### config.mk
export PLATFORM = sky130hd
export DESIGN_NAME = hist_readout
export DESIGN_NICKNAME = d
export VERILOG_FILES = /design/src/rtl/hist_pkg.sv /design/src/rtl/hist_readout.sv
export SDC_FILE = /design/constraint.sdc
export NUM_CORES = 1
export LEC_CHECK = 0
export ABC_AREA = 0
export CAP_MARGIN = 0
export CELL_PAD_IN_SITES_DETAIL_PLACEMENT = 0
export CELL_PAD_IN_SITES_GLOBAL_PLACEMENT = 1
export CORE_MARGIN = 2
export CORE_UTILIZATION = 45
export CTS_CLUSTER_SIZE = 10
export DETAILED_ROUTE_END_ITERATION = 16
export GPL_TIMING_DRIVEN = 1
export PLACE_DENSITY_LB_ADDON = 0.15
export SKIP_CTS_REPAIR_TIMING = 1
export SLEW_MARGIN = 20
export SYNTH_ARGS = -nofsm -noshare
export SYNTH_HDL_FRONTEND = slang
export SYNTH_SLANG_ARGS = --single-unit
### constraint.sdc
create_clock -name clk -period 26.1 [get_ports clk]
set_input_delay 3.915 -clock clk [delete_from_list [all_inputs] [get_ports clk]]
set_output_delay 3.915 -clock clk [all_outputs]
set_load 0.01 [all_outputs]
### src/rtl/hist_pkg.sv
// Shared histogram definitions: readout FSM encoding and default sizes.
// Used by the accumulator and by the readout streamer.
package hist_pkg;

   localparam int HIST_DATA_WIDTH      = 16;
   localparam int HIST_BOUND_NUM       = 32;
   localparam int HIST_BOUND_NUM_WIDTH = 5;

   typedef enum logic [1:0] {
      IDLE   = 2'd0,
      SEND   = 2'd1,
      FINISH = 2'd2
   } rd_state_e;

endpackage

### src/rtl/hist_readout.sv
// Histogram readout: snapshots all bins on start and streams them
// one beat per accepted handshake, then pulses done/clear.
module hist_readout
   import hist_pkg::*;
#(
   parameter int DATA_WIDTH      = HIST_DATA_WIDTH,
   parameter int BOUND_NUM       = HIST_BOUND_NUM,
   parameter int BOUND_NUM_WIDTH = HIST_BOUND_NUM_WIDTH
) (
   input  logic                                 clk,
   input  logic                                 reset,
   input  logic                                 start_i,
   input  logic [DATA_WIDTH*BOUND_NUM-1:0]      arr_i,
   input  logic [BOUND_NUM_WIDTH-1:0]           max_num_i,
   input  logic                                 ready_i,
   output logic                                 data_val_o,
   output logic [DATA_WIDTH-1:0]                data_o,
   output logic [BOUND_NUM_WIDTH-1:0]           idx_o,
   output logic                                 is_max_o,
   output logic                                 last_o,
   output logic                                 busy_o,
   output logic [DATA_WIDTH+BOUND_NUM_WIDTH-1:0] total_o,
   output logic                                 done_o,
   output logic                                 clear_o
);

   localparam int SW = DATA_WIDTH + BOUND_NUM_WIDTH;
   localparam logic [BOUND_NUM_WIDTH-1:0] LAST_IDX =
      BOUND_NUM_WIDTH'(BOUND_NUM - 1);

   rd_state_e                  state_q;
   logic [DATA_WIDTH-1:0]      shadow_q [BOUND_NUM];
   logic [BOUND_NUM_WIDTH-1:0] idx_q;
   logic [BOUND_NUM_WIDTH-1:0] idx_d;
   logic [BOUND_NUM_WIDTH-1:0] max_q;
   logic [SW-1:0]              sum_q;
   logic [SW-1:0]              sum_d;
   logic [SW-1:0]              total_q;
   logic                       val_q;
   logic                       done_q;
   logic                       clear_q;
   logic                       busy_q;

   logic [DATA_WIDTH-1:0]      beat;
   logic                       xfer;
   logic                       at_last;

   assign beat    = shadow_q[idx_q];
   assign xfer    = val_q & ready_i;
   assign at_last = (idx_q == LAST_IDX);
   assign sum_d   = sum_q + SW'(beat);
   assign idx_d   = idx_q + BOUND_NUM_WIDTH'(1);

   always_ff @(posedge clk) begin
      if (reset) begin
         state_q <= IDLE;
         idx_q   <= '0;
         max_q   <= '0;
         sum_q   <= '0;
         total_q <= '0;
         val_q   <= 1'b0;
         done_q  <= 1'b0;
         clear_q <= 1'b0;
         busy_q  <= 1'b0;
         for (int i = 0; i < BOUND_NUM; i++) begin
            shadow_q[i] <= '0;
         end
      end else begin
         done_q  <= 1'b0;
         clear_q <= 1'b0;
         unique case (state_q)
            IDLE: begin
               if (start_i) begin
                  for (int i = 0; i < BOUND_NUM; i++) begin
                     shadow_q[i] <= arr_i[i*DATA_WIDTH +: DATA_WIDTH];
                  end
                  max_q   <= max_num_i;
                  idx_q   <= '0;
                  sum_q   <= '0;
                  val_q   <= 1'b1;
                  busy_q  <= 1'b1;
                  state_q <= SEND;
               end
            end
            SEND: begin
               if (xfer) begin
                  sum_q <= sum_d;
                  if (at_last) begin
                     // publish the completed sum together with done
                     total_q <= sum_d;
                     idx_q   <= '0;
                     val_q   <= 1'b0;
                     done_q  <= 1'b1;
                     clear_q <= 1'b1;
                     state_q <= FINISH;
                  end else begin
                     idx_q <= idx_d;
                  end
               end
            end
            FINISH: begin
               busy_q  <= 1'b0;
               state_q <= IDLE;
            end
            default: begin
               val_q   <= 1'b0;
               busy_q  <= 1'b0;
               state_q <= IDLE;
            end
         endcase
      end
   end

   // idx never exceeds BOUND_NUM-1, so an out-of-range max never matches
   assign data_val_o = val_q;
   assign data_o     = val_q ? beat : '0;
   assign idx_o      = idx_q;
   assign is_max_o   = val_q & (idx_q == max_q);
   assign last_o     = val_q & at_last;
   assign busy_o     = busy_q;
   assign total_o    = total_q;
   assign done_o     = done_q;
   assign clear_o    = clear_q;

endmodule

==> reports/qor.csv <==
metric;value;unit
clock_latency;590;ps
hold_viol;0;
fin_skew;20.1;ps
min_period;8490;ps
p_per_area;63.6;nW/µm²
dp_hpwl;60700;µm
grt_pass1_wl;114000;µm
track_usage;26.8;%
hp-class;reg2reg;
cp.arrival;4580;ps
combPwrFrac;10.9;%
vdd_ir_drop_max;0.0000549;V
ys_ff_latch;574;
io_buffers;568;
cts_tree;yes;
cp.required;22180;ps
drc;0;
drtAntennaViolNets;0;
synth_area_leaders;edfxtp_1 (59%), mux4_2 (14%), and2_1 (7.4%);
root_buffer;clkbuf_16;
vias;16700;
power_frac_seq;50.5;%
slew_headroom;27.5;%
max_freq;118;MHz
max-cap-violations;0;
yosysMostFrequentCell;edfxtp_1;
initial_core_util;45.4;%
avgSynthCellArea;15.3;µm²
tightest_slew;1090;ps
swShare;22.3;%
drt_iter0_drc;1981;
post_drt_wl_per_cell;26.7;µm
detail_route.first_pass.iterations;5;
maxSlewViolCount;0;
die-area;59900;µm²
rsz0062_at_grt;false;
yosysTopAreaCell;edfxtp_1;
area_growth;31.8;%
cts_max_level;3;
die_w;245;µm
numCtsBuffers;68;
finalWirelength;81100;µm
synth_edf_count;512;
layout.nets;2780;
synthDistinctLibCells;52;
final_area;34400;µm²
p_leak;12.3;nW
syn_nets;2239;
place_congestion;0.908;
cp_max_fo;73;
post-route-util;59.8;%
grt_max_degree;192;
seq_area_frac_synth;63.7;%
die-height;245;µm
synth_top_cell_area_share;59.0;%
endpoint_kind;output pin;
grt_pass1_vias;16900;
viasPerCell;5.48;
crit_type;reg2out;
yosysWarnings;0;
fin_crit_sh;32.5;%
cp-start-kind;flop;
setup_violations;0;
synthArstFlopShare;0;%
io_pins;569;
p_sw;0.000486;W
coreArea;57500;µm²
internal_power;0.00170;W
clk_pin_slew;60;ps
status;complete, no violations;
overflow;0;
placed_area;32400;µm²
synthCells;1699;
cts_max_path_buffers;3;
antenna_found_initial;9;
fin_tns_setup;0;ps
syn_area;26100;µm²
cts.sinks;574;
rows;88;
clockPowerShare;38.6;%
ys.flop_type;edfxtp_1;
fillCellCount;4478;
synthTopCellsByCount;edfxtp_1 (512), and2_1 (308), nor2b_1 (228);
drive_above_1_share;12.1;%
cells in the final DEF, fill, tap and decap left out, types with 5 or more instances in the layout:
cell type	instances
mux4_2	160
and2_1	308
o21ai_0	20
xnor2_1	8
ha_1	18
nand3b_1	10
mux2_2	16
nor2_1	22
or3_1	6
nand3_1	19
or4_1	6
nor4_1	9
dfxtp_1	58
nor3_1	7
nand2_1	44
clkbuf_1	22
a21oi_1	46
buf_4	10
inv_1	9
clkdlybuf4s50_1	567
xor2_1	9
edfxtp_1	512
a21o_1	5
nand4b_1	6
a31oi_1	5
and3_1	6
clkbuf_16	70
nor2b_1	228
stage by stage:
stage / setup WS [ps] / hold slack [ps] / std cells / total power, W
after floorplan: 14570 / 432 / 1699 / 0.00122
after global placement: 18220 / 446 / 2934 / 0.00136
after detailed placement: 18180 / 447 / 2934 / 0.00136
after CTS: 17540 / 455 / 3034 / 0.00220
after global routing: 17430 / 471 / 3039 / 0.00226
final: 17610 / 457 / 3039 / 0.00219
final cells by class:
type / count / area (µm²) / share of cell area, %
Sequential cell: 574 / 16600 / 48.4
Multi-Input combinational cell: 1004 / 8980 / 26.1
Timing Repair Buffer: 583 / 5850 / 17.0
Clock buffer: 93 / 1850 / 5.38
Tap cell: 765 / 957 / 2.79
Clock inverter: 7 / 58.8 / 0.171
Inverter: 9 / 33.8 / 0.0983
Antenna cell: 4 / 10.0 / 0.0291
worst max-delay path, cell delays in order, from the launching register on:
cell	delay [ps]
dfxtp_4	880
buf_4	950
mux4_2	500
mux4_2	590
mux2_2	340
and2_1	170
clkdlybuf4s50_1	480
worst paths after layout:
kind / slack (ps) / end / cells past startpoint / start
worst max-delay path: 17610 / data_o[13] / 6 / flop
worst min-delay path: 460 / total_o[3] / 2 / total_o[3]
worst max register to register: 20240 / sum_q[12] / 12 / flop
worst min register to register: 460 / total_o[3] / 2 / total_o[3]
flip-flops by register name, summed over array words and instances (netlist names), named ones only:
signal and flops:
busy_o 1, clear_o 1, data_val_o 1, idx_o 5
max_q 5, shadow_q 512, state_q 2, sum_q 21
total_o 21
power by group through the flow:
stage,Clock (W),Sequential (W),Combinational (W)
after floorplan,0,0.00111,0.000108
after global placement,0,0.00112,0.000235
after detailed placement,0,0.00112,0.000238
after CTS,0.000859,0.00110,0.000240
after global routing,0.000895,0.00111,0.000253
final,0.000843,0.00110,0.000239
logic make-up after synthesis:
| logic type | after synthesis | share of synthesized area (%) |
|---|---|---|
| AND/OR/NAND/NOR | 684 | 15.8 |
| flip-flops | 574 | 63.7 |
| multiplexers | 176 | 14.5 |
| buffers and inverters | 121 | 1.85 |
| AO/OA/AOI/OAI | 108 | 2.58 |
| adder cells (fa/ha/maj) | 19 | 0.941 |
| XOR/XNOR | 17 | 0.571 |
layer usage:
metal	vias to the layer above	part of all wire [%]	GRT usage, %
met3	101	8.6	6.41
met1	8313	44	39.8
met2	832	45	39.0
met5	-	0.015	0
met4	2	2.9	9.00
li1	7420	-	-
Power figures use the tool's default switching activity.
